$ cat src/rtl/servo_ramp_sequencer.sv
// ============================================================================
// Module      : servo_ramp_sequencer
// Description : Eight-channel servo duty ramp sequencer. Accepts a move
//               command, steps the channel duty toward its target at a fixed
//               interval, and writes each intermediate value to the PWM
//               register bus. A per-channel shadow keeps the last written
//               duty so the next move starts from it.
//               Optional feature macro: SEQ_READBACK_EN -- read the current
//               duty from the PWM bus before ramping instead of using the
//               shadow.
// Revision    : 1.0 - initial release
// ============================================================================
`default_nettype none

module servo_ramp_sequencer #(
  parameter logic [31:0] DUTY_RESET = 32'd75000,
  parameter int unsigned CH_STRIDE  = 12,
  parameter int unsigned D_OFFSET   = 4
) (
  input  logic        clk,
  input  logic        res,
  input  logic        cmd_valid,
  output logic        cmd_ready,
  input  logic [2:0]  cmd_ch,
  input  logic [31:0] cmd_target,
  input  logic [15:0] cmd_step,
  input  logic [23:0] cmd_interval,
  input  logic        cmd_abort,
  output logic        bus_wr,
  output logic        bus_rd,
  output logic [31:0] bus_addr,
  output logic [31:0] bus_data,
  input  logic [31:0] bus_rdata,
  output logic        busy,
  output logic        done
);

  typedef enum logic [2:0] {
    IDLE   = 3'd0,
`ifdef SEQ_READBACK_EN
    RD     = 3'd1,
    RDWAIT = 3'd2,
`endif
    WAIT   = 3'd3,
    STEP   = 3'd4,
    WRITE  = 3'd5,
    DONE   = 3'd6
  } state_t;

  // Byte address of the duty register for a channel.
  function automatic logic [31:0] duty_addr(input logic [2:0] ch);
    return 32'(ch) * 32'(CH_STRIDE) + 32'(D_OFFSET);
  endfunction

  state_t      state_q, state_d;
  logic [2:0]  ch_q, ch_d;
  logic [31:0] target_q, target_d;
  logic [15:0] step_q, step_d;
  logic [23:0] interval_q, interval_d;
  logic [23:0] cnt_q, cnt_d;
  logic [31:0] cur_q, cur_d;
  logic [31:0] next_q, next_d;
  logic [31:0] shadow_q [8];
  logic [31:0] shadow_d [8];

  logic        cmd_ready_q, cmd_ready_d;
  logic        busy_q, busy_d;
  logic        done_q, done_d;
  logic        bus_wr_q, bus_wr_d;
  logic [31:0] bus_addr_q, bus_addr_d;
  logic [31:0] bus_data_q, bus_data_d;
`ifdef SEQ_READBACK_EN
  logic        bus_rd_q, bus_rd_d;
`else
  logic        rdata_unused;
`endif

  logic        accept;
  logic [23:0] interval_eff;
  logic [32:0] up_sum;
  logic [32:0] dn_diff;
  logic [31:0] step_next;

  assign accept       = cmd_valid & cmd_ready_q;
  assign interval_eff = (cmd_interval == 24'd0) ? 24'd1 : cmd_interval;

  // Next duty value: one step toward target, clamped at target, 33-bit so
  // neither direction can wrap around.
  always_comb begin
    up_sum  = {1'b0, cur_q} + {17'd0, step_q};
    dn_diff = {1'b0, cur_q} - {17'd0, step_q};
    if (step_q == 16'd0) begin
      step_next = target_q;
    end else if (target_q > cur_q) begin
      step_next = (up_sum > {1'b0, target_q}) ? target_q : up_sum[31:0];
    end else begin
      step_next = (dn_diff[32] || (dn_diff[31:0] < target_q)) ? target_q : dn_diff[31:0];
    end
  end

  // FSM next-state and registered-output computation.
  always_comb begin
    state_d     = state_q;
    ch_d        = ch_q;
    target_d    = target_q;
    step_d      = step_q;
    interval_d  = interval_q;
    cnt_d       = cnt_q;
    cur_d       = cur_q;
    next_d      = next_q;
    shadow_d    = shadow_q;
    done_d      = 1'b0;
    bus_wr_d    = 1'b0;
    bus_addr_d  = 32'd0;
    bus_data_d  = 32'd0;
`ifdef SEQ_READBACK_EN
    bus_rd_d    = 1'b0;
`endif

    case (state_q)
      IDLE: begin
        if (accept) begin
          ch_d       = cmd_ch;
          target_d   = cmd_target;
          step_d     = cmd_step;
          interval_d = interval_eff;
          cur_d      = shadow_q[cmd_ch];
`ifdef SEQ_READBACK_EN
          // Read strobe is visible during RD; data returns during RDWAIT.
          state_d    = RD;
          bus_rd_d   = 1'b1;
          bus_addr_d = duty_addr(cmd_ch);
`else
          if (cmd_target == shadow_q[cmd_ch]) begin
            state_d = DONE;
          end else begin
            state_d = WAIT;
            cnt_d   = interval_eff;
          end
`endif
        end
      end
`ifdef SEQ_READBACK_EN
      RD: begin
        state_d = RDWAIT;
      end
      RDWAIT: begin
        cur_d          = bus_rdata;
        shadow_d[ch_q] = bus_rdata;
        if (target_q == bus_rdata) begin
          state_d = DONE;
        end else begin
          state_d = WAIT;
          cnt_d   = interval_q;
        end
      end
`endif
      WAIT: begin
        if (cmd_abort) begin
          state_d = DONE;
          cnt_d   = 24'd0;
        end else if (cnt_q <= 24'd1) begin
          state_d = STEP;
          cnt_d   = 24'd0;
        end else begin
          cnt_d = cnt_q - 24'd1;
        end
      end
      STEP: begin
        if (cmd_abort) begin
          state_d = DONE;
        end else begin
          next_d  = step_next;
          state_d = WRITE;
        end
      end
      WRITE: begin
        // The strobe is registered on the edge leaving WRITE, together with
        // the cur/shadow update, so an abort here still lets it complete.
        bus_wr_d       = 1'b1;
        bus_addr_d     = duty_addr(ch_q);
        bus_data_d     = next_q;
        cur_d          = next_q;
        shadow_d[ch_q] = next_q;
        if ((next_q == target_q) || cmd_abort) begin
          state_d = DONE;
        end else begin
          state_d = WAIT;
          cnt_d   = interval_q;
        end
      end
      DONE: begin
        done_d  = 1'b1;
        state_d = IDLE;
      end
      default: begin
        state_d = IDLE;
      end
    endcase

    cmd_ready_d = (state_d == IDLE);
    busy_d      = (state_d != IDLE);
  end

  // All state and outputs registered; reset abandons any move immediately.
  always_ff @(posedge clk or posedge res) begin
    if (res) begin
      state_q     <= IDLE;
      ch_q        <= 3'd0;
      target_q    <= 32'd0;
      step_q      <= 16'd0;
      interval_q  <= 24'd0;
      cnt_q       <= 24'd0;
      cur_q       <= 32'd0;
      next_q      <= 32'd0;
      for (int i = 0; i < 8; i++) begin
        shadow_q[i] <= DUTY_RESET;
      end
      cmd_ready_q <= 1'b0;
      busy_q      <= 1'b0;
      done_q      <= 1'b0;
      bus_wr_q    <= 1'b0;
      bus_addr_q  <= 32'd0;
      bus_data_q  <= 32'd0;
`ifdef SEQ_READBACK_EN
      bus_rd_q    <= 1'b0;
`endif
    end else begin
      state_q     <= state_d;
      ch_q        <= ch_d;
      target_q    <= target_d;
      step_q      <= step_d;
      interval_q  <= interval_d;
      cnt_q       <= cnt_d;
      cur_q       <= cur_d;
      next_q      <= next_d;
      for (int i = 0; i < 8; i++) begin
        shadow_q[i] <= shadow_d[i];
      end
      cmd_ready_q <= cmd_ready_d;
      busy_q      <= busy_d;
      done_q      <= done_d;
      bus_wr_q    <= bus_wr_d;
      bus_addr_q  <= bus_addr_d;
      bus_data_q  <= bus_data_d;
`ifdef SEQ_READBACK_EN
      bus_rd_q    <= bus_rd_d;
`endif
    end
  end

  assign cmd_ready = cmd_ready_q;
  assign busy      = busy_q;
  assign done      = done_q;
  assign bus_wr    = bus_wr_q;
  assign bus_addr  = bus_addr_q;
  assign bus_data  = bus_data_q;
`ifdef SEQ_READBACK_EN
  assign bus_rd    = bus_rd_q;
`else
  assign bus_rd       = 1'b0;
  assign rdata_unused = ^bus_rdata;
`endif

endmodule

`default_nettype wire

$ cat config.mk
export PLATFORM = sky130hd
export DESIGN_NAME = servo_ramp_sequencer
export DESIGN_NICKNAME = d
export VERILOG_FILES = /design/src/rtl/servo_ramp_sequencer.sv
export SDC_FILE = /design/constraint.sdc
export NUM_CORES = 1
export LEC_CHECK = 0
export BUFFER_PORTS_ARGS = -buffer_cell sky130_fd_sc_hd__buf_2
export CORE_MARGIN = 3
export CORE_UTILIZATION = 50
export DETAILED_ROUTE_END_ITERATION = 10
export PLACE_DENSITY = 0.65
export SLEW_MARGIN = 20
export SYNTH_ARGS = -nofsm -noshare
export SYNTH_HDL_FRONTEND = slang
export SYNTH_SLANG_ARGS = --single-unit
$ cat constraint.sdc
create_clock -name clk -period 35.7 [get_ports clk]
set_input_delay 3.57 -clock clk [delete_from_list [all_inputs] [get_ports clk]]
set_output_delay 3.57 -clock clk [all_outputs]
set_load 0.01 [all_outputs]
==> Word level (Yosys, flattened, before mapping) <==
Cells that the tools add are included.
{ "totals": {"regBits": 490, "inputBits": 111, "out_inout_bits": 69, "wordCells": 91} }
{ "op_classes": {"n_addsub": 4, "n_mul": 1, "order_cmp": 7, "eq_ne": 9, "mux": 30, "n_bitwise": 4, "n_reduce_logical": 14} }
{ "op_table": {"columns": ["cell", "count"], "rows": [
  ["$mux W32", 9],
  ["$bwmux W256", 1],
  ["$mux W24", 6],
  ["$bmux W32 S3", 1],
  ["$demux W32 S3", 1],
  ["$pmux W24 S3", 1],
  ["$eq A32 B32 Y1", 2],
  ["$pmux W32 S2", 1],
  ["$add A32 B16 Y33", 1],
  ["$gt A33 B32 Y1", 1],
  ["$sub A32 B16 Y33", 1],
  ["$gt A32 B32 Y1", 1],
  ["$lt A32 B32 Y1", 1],
  ["$le A24 B1 Y1 const B", 1],
  ["$logic_not A24 Y1", 1],
  ["$sub A24 B1 Y24 const B", 1],
  ["$logic_not A16 Y1", 1],
  ["$mux W3", 5],
  ["$pmux W3 S4", 1],
  ["$eq A3 B3 Y1 const B", 3],
  ["$add A7 B3 Y8 const B", 1],
  ["$ge A4 B4 Y1 const B", 2],
  ["$mux W8", 1],
  ["$not A3 Y4", 2],
  ["15 further kinds", 23]
]} }

==> Logic depth before layout (Yosys ltp) <==
{ "logic_depth": {"depth_word": 9, "depth_mapped": 22, "mapped_depth_nobuf": 21} }

==> Worst setup path after synthesis <==
No wires, ideal clock.
{ "synth_path": {"path_type": "input port to flip-flop", "start": "input port cmd_ch[2]", "end": "register cnt_q[15]", "setup_time_ns": 0.133, "arrival_time_ns": 5.812, "required_time_ns": 35.567, "path_slack_ns": 29.755, "path_stages": 13, "n_path_buf": 4, "cell_sequence": "clkbuf_1 > buf_1 > mux4_2 > mux2i_1 > xnor2_1 > nor4_1 > nand4_1 > nor2_1 > o21ai_1 > buf_6 > buf_6 > mux2i_1 > nand2_1"} }
{ "synth_via": {"elab_chain_len": 7} }
{ "synth_rtl": {"columns": ["item", "line_no", "text"], "rows": [
  ["start: declaration", "24", "input logic [2:0] cmd_ch,"],
  ["$not A3 Y4 (implied by the code)", "134", "if (cmd_target == shadow_q[cmd_ch]) begin"],
  ["$bmux W32 S3", "134", null],
  ["$mux W32 (implied by the code) (2 in series)", "134", null],
  ["$eq A32 B32 Y1", "134", null],
  ["$ne A2 B2 Y1 (no source line)", null, null],
  ["$reduce_and A4 Y1 (no source line)", null, null],
  ["end signal: assignment", "234", "cnt_q <= cnt_d;"],
  ["end: declaration", "60", "logic [23:0] cnt_q, cnt_d;"]
]} }
No other way between the ends. The select of a mux whose other input is x is not followed.
A chain may end at the register's enable or synchronous reset.

==> Worst setup path after layout <==
{ "layout_path": {"start": "register cur_q[10]", "end": "register next_q[25]"} }
{ "layout_via": {"elab_chain_len": 6, "word_cells_on_any_way": 10, "cone_classes": "2 x add/sub; 3 x order compare; 4 x mux; 1 x reduce/logical"} }
{ "layout_rtl": {"columns": ["item", "line_no", "text"], "rows": [
  ["start: declaration", "61", "logic [31:0] cur_q, cur_d;"],
  ["start signal: assignment", "235", "cur_q <= cur_d;"],
  ["$sub A32 B16 Y33", "91", "dn_diff = {1'b0, cur_q} - {17'd0, step_q};"],
  ["$lt A32 B32 Y1", "97", "step_next = (dn_diff[32] || (dn_diff[31:0] < target_q)) ? target_q : dn_diff[31:0];"],
  ["$logic_or A1 B1 Y1", "97", null],
  ["$mux W32", "97", null],
  ["$mux W32 *", "94", "end else if (target_q > cur_q) begin"],
  ["$mux W32 *", "92", "if (step_q == 16'd0) begin"],
  ["end signal: assignment", "236", "next_q <= next_d;"],
  ["end: declaration", "62", "logic [31:0] next_q, next_d;"]
]} }
Every way passes the cells marked *; elsewhere a longest branch is shown, timed or not.

==> impl_metrics.env <==
export IMPL_layout_commonest_cell="dfrtp_1"
export IMPL_switchingPower_mw=1.222
export IMPL_power_frac_clock_pct=20.3
export IMPL_hold_viol_final=0
export IMPL_period_share_pct=19.78
export IMPL_final_seq_area_sq_um=11690
export IMPL_slew_viol_final=0
export IMPL_cts_tree="yes"
export IMPL_p_per_area_nw_per_um2=98.81
export IMPL_mostFrequentLayoutCells="dfrtp_1, nand2_1, o21ai_0"
export IMPL_run_status="complete, no violations"
export IMPL_multi_input_area_sq_um=12990
export IMPL_synth_cells=2420
export IMPL_final_util_pct=56.53
export IMPL_max_slew_margin_pct=31.21
export IMPL_cp_max_fo=13
export IMPL_worstSetupStartpoint="cur_q[10]"
export IMPL_via_count=19171
export IMPL_ir_worst_vdd_mv=0.05899
export IMPL_cts_setup_buffers=0
export IMPL_pin_count=180
export IMPL_seqPwrFrac_pct=31.8
export IMPL_rr_startpoint="cur_q[10]"
export IMPL_dpl_cell_area_sq_um=26750
export IMPL_post_drt_wl_per_cell_um=23.08
export IMPL_yosysWarnings=0
export IMPL_worstSetupStartpointType="register"
export IMPL_core_sq_um=50680
export IMPL_root_buffer="clkbuf_16"
export IMPL_area_growth_pct=10.57
export IMPL_p_leak_nw=13.23
export IMPL_synth_cell_type_count=89
export IMPL_synth_area_sq_um=25910
export IMPL_cts_sinks=464
export IMPL_switching_share_pct=43.18
export IMPL_gr_total_overflow=0
export IMPL_drive_gt1_share_pct=23.12
export IMPL_numCtsBuffers=50
export IMPL_syn_area_per_cell_sq_um=10.71
export IMPL_io_buffers=120
export IMPL_critPathArrivalTime_ps=7540
export IMPL_skew_ps=35.48
export IMPL_stdcell_area_sq_um=28650
export IMPL_first_global_vias=18858
export IMPL_setup_violations=0
export IMPL_rows=82
export IMPL_cts_path_max_buffers=3
export IMPL_nFillCells=4356
export IMPL_drt_iter0_markers=1579
export IMPL_crit_required_ps=36180
export IMPL_synth_ff_type="dfrtp_1"
export IMPL_path_clk_slew_ps=60
export IMPL_postCtsHoldBufs=0
export IMPL_place_gp_congestion=0.9405
export IMPL_grt_max_degree=177
export IMPL_end_kind="register"
export IMPL_clkLatencyLatePin_ps=630
export IMPL_synth_edf_count=0
export IMPL_track_usage_pct=26.82
export IMPL_tightest_slew_ps=1031
export IMPL_firstDrtPassIters=5
export IMPL_async_flop_share_pct=100.0
export IMPL_p_int_mw=1.609
export IMPL_synth_largest_area_cell="dfrtp_1"
export IMPL_post_route_min_period_ps=7060
export IMPL_route_detailed_drc=0
export IMPL_ant_nets=0
export IMPL_hp_start="interval_q[0]"
export IMPL_die_w_um=233.7
export IMPL_wl_um=73470
export IMPL_start_util_pct=51.13
export IMPL_fmax_ghz=0.1416
export IMPL_via_per_inst=6.023
export IMPL_synth_top_area_share_pct=38.63
export IMPL_worst_setup_path_type="register to register"
export IMPL_totalPowerFinal_mw=2.831
export IMPL_synth_seq_area_share_pct=45.12
export IMPL_maxCapViolCount=0
export IMPL_dieArea_sq_um=54590
export IMPL_nets=2716
export IMPL_pwr_share_comb_pct=47.9
export IMPL_post_cts_resized=0
export IMPL_grt_pass1_wl_um=111800
export IMPL_synth_seq_cells=464
export IMPL_tns_ps=0
export IMPL_hold_class="register to register"
export IMPL_antenna_found_initial=1
export IMPL_die_h_um=233.7
export IMPL_cts_max_level=2
export IMPL_dp_hpwl_um=51700
export IMPL_synthTopCellsByArea="dfrtp_1, mux2_2, ha_1"
export IMPL_rsz0062_at_grt="no"
## registers in the layout (all words and copies together) (netlist names), 3 cells and up
signal,count
shadow_q,256
bus_data,32
cur_q,32
next_q,32
target_q,32
cnt_q,24
interval_q,24
step_q,16
bus_addr,6
ch_q,3
state_q,3
## metrics by stage
stage / setup slack (ps) / hold WS, ps / cells
after global placement: 28020 / 457.0 / 3086
after CTS: 28680 / 477.6 / 3180
final: 28640 / 474.7 / 3183
after global routing: 28470 / 493.6 / 3181
after floorplan: 19300 / 444.6 / 2446
after detailed placement: 28060 / 462.2 / 3086
## layout make-up
class | count | area share (%)
inverter | 118 | 1.572
sequential | 464 | 40.80
antenna | 2 | 0.01747
clock inverter | 26 | 1.485
timing repair buffer | 145 | 2.882
multi-input combinational | 1688 | 45.32
tap | 672 | 2.934
clock buffer | 68 | 4.987
## kinds of logic after synthesis
family          share of synthesized area [%]
compound gates                          12.40
xor+xnor                                4.317
fa+ha+maj                               6.750
buf+inv                                 5.432
flops                                   45.12
mux                                     15.36
other cells                           0.01447
simple gates                            10.61
## layer usage
layer / GRT usage, % / part of all wire (%) / routed length, um
met1: 38.56 / 45 / 32740
met2: 41.33 / 45 / 33350
met3: 3.585 / 6.2 / 4521
met4: 10.60 / 3.9 / 2842
met5: 0 / 0.018 / 13
## power groups by stage
stage / logic, mW / registers (mW) / clock network, mW
4_1_cts: 1.34 / 0.894 / 0.584
5_1_grt: 1.49 / 0.923 / 0.605
3_5_place_dp: 1.33 / 0.901 / 0
2_1_floorplan: 1.04 / 0.812 / 0
6_report: 1.36 / 0.900 / 0.574
3_3_place_gp: 1.30 / 0.888 / 0
## worst max-delay path, stage by stage, from the launching register on
cell	delay (ps)
dfrtp_1	490
ha_1	470
or4_4	590
or3_1	370
a31oi_1	150
o21ba_2	210
a211oi_2	590
nand3_1	240
xnor2_2	200
ha_1	330
nand4_1	240
nor4_1	690
nand4_1	300
a21boi_0	200
a31oi_1	230
o21a_1	550
and2_1	470
a32oi_1	240
o221a_2	330
## synthesized netlist by cell type, types with 15 or more instances
| cell type | count |
|---|---|
| and3_1 | 28 |
| a22oi_1 | 22 |
| nand4_1 | 42 |
| buf_6 | 20 |
| nand3_1 | 35 |
| dfstp_2 | 64 |
| nor4_1 | 29 |
| clkbuf_1 | 100 |
| nor2_1 | 82 |
| ha_1 | 135 |
| dfrtp_1 | 400 |
| o21ai_0 | 214 |
| mux2_2 | 181 |
| xnor2_1 | 119 |
| inv_1 | 117 |
| a21o_1 | 21 |
| mux2i_1 | 50 |
| a21oi_1 | 108 |
| mux4_2 | 64 |
| nand2_1 | 283 |
| buf_4 | 32 |
| a221o_1 | 15 |
| nor3_1 | 24 |
## final timing paths
kind | endpoint | slack, ps | cells after the start
setup / recovery | next_q[25] | 28640 | 18
hold / removal | interval_q[0] | 470 | 2
setup reg to reg | next_q[25] | 28640 | 18
hold reg to reg | interval_q[0] | 470 | 2
max in group asynchronous | cnt_q[18] | 29710 | 5
min in group asynchronous | shadow_q[75] | 2950 | 2
Power figures use the tool's default switching activity.
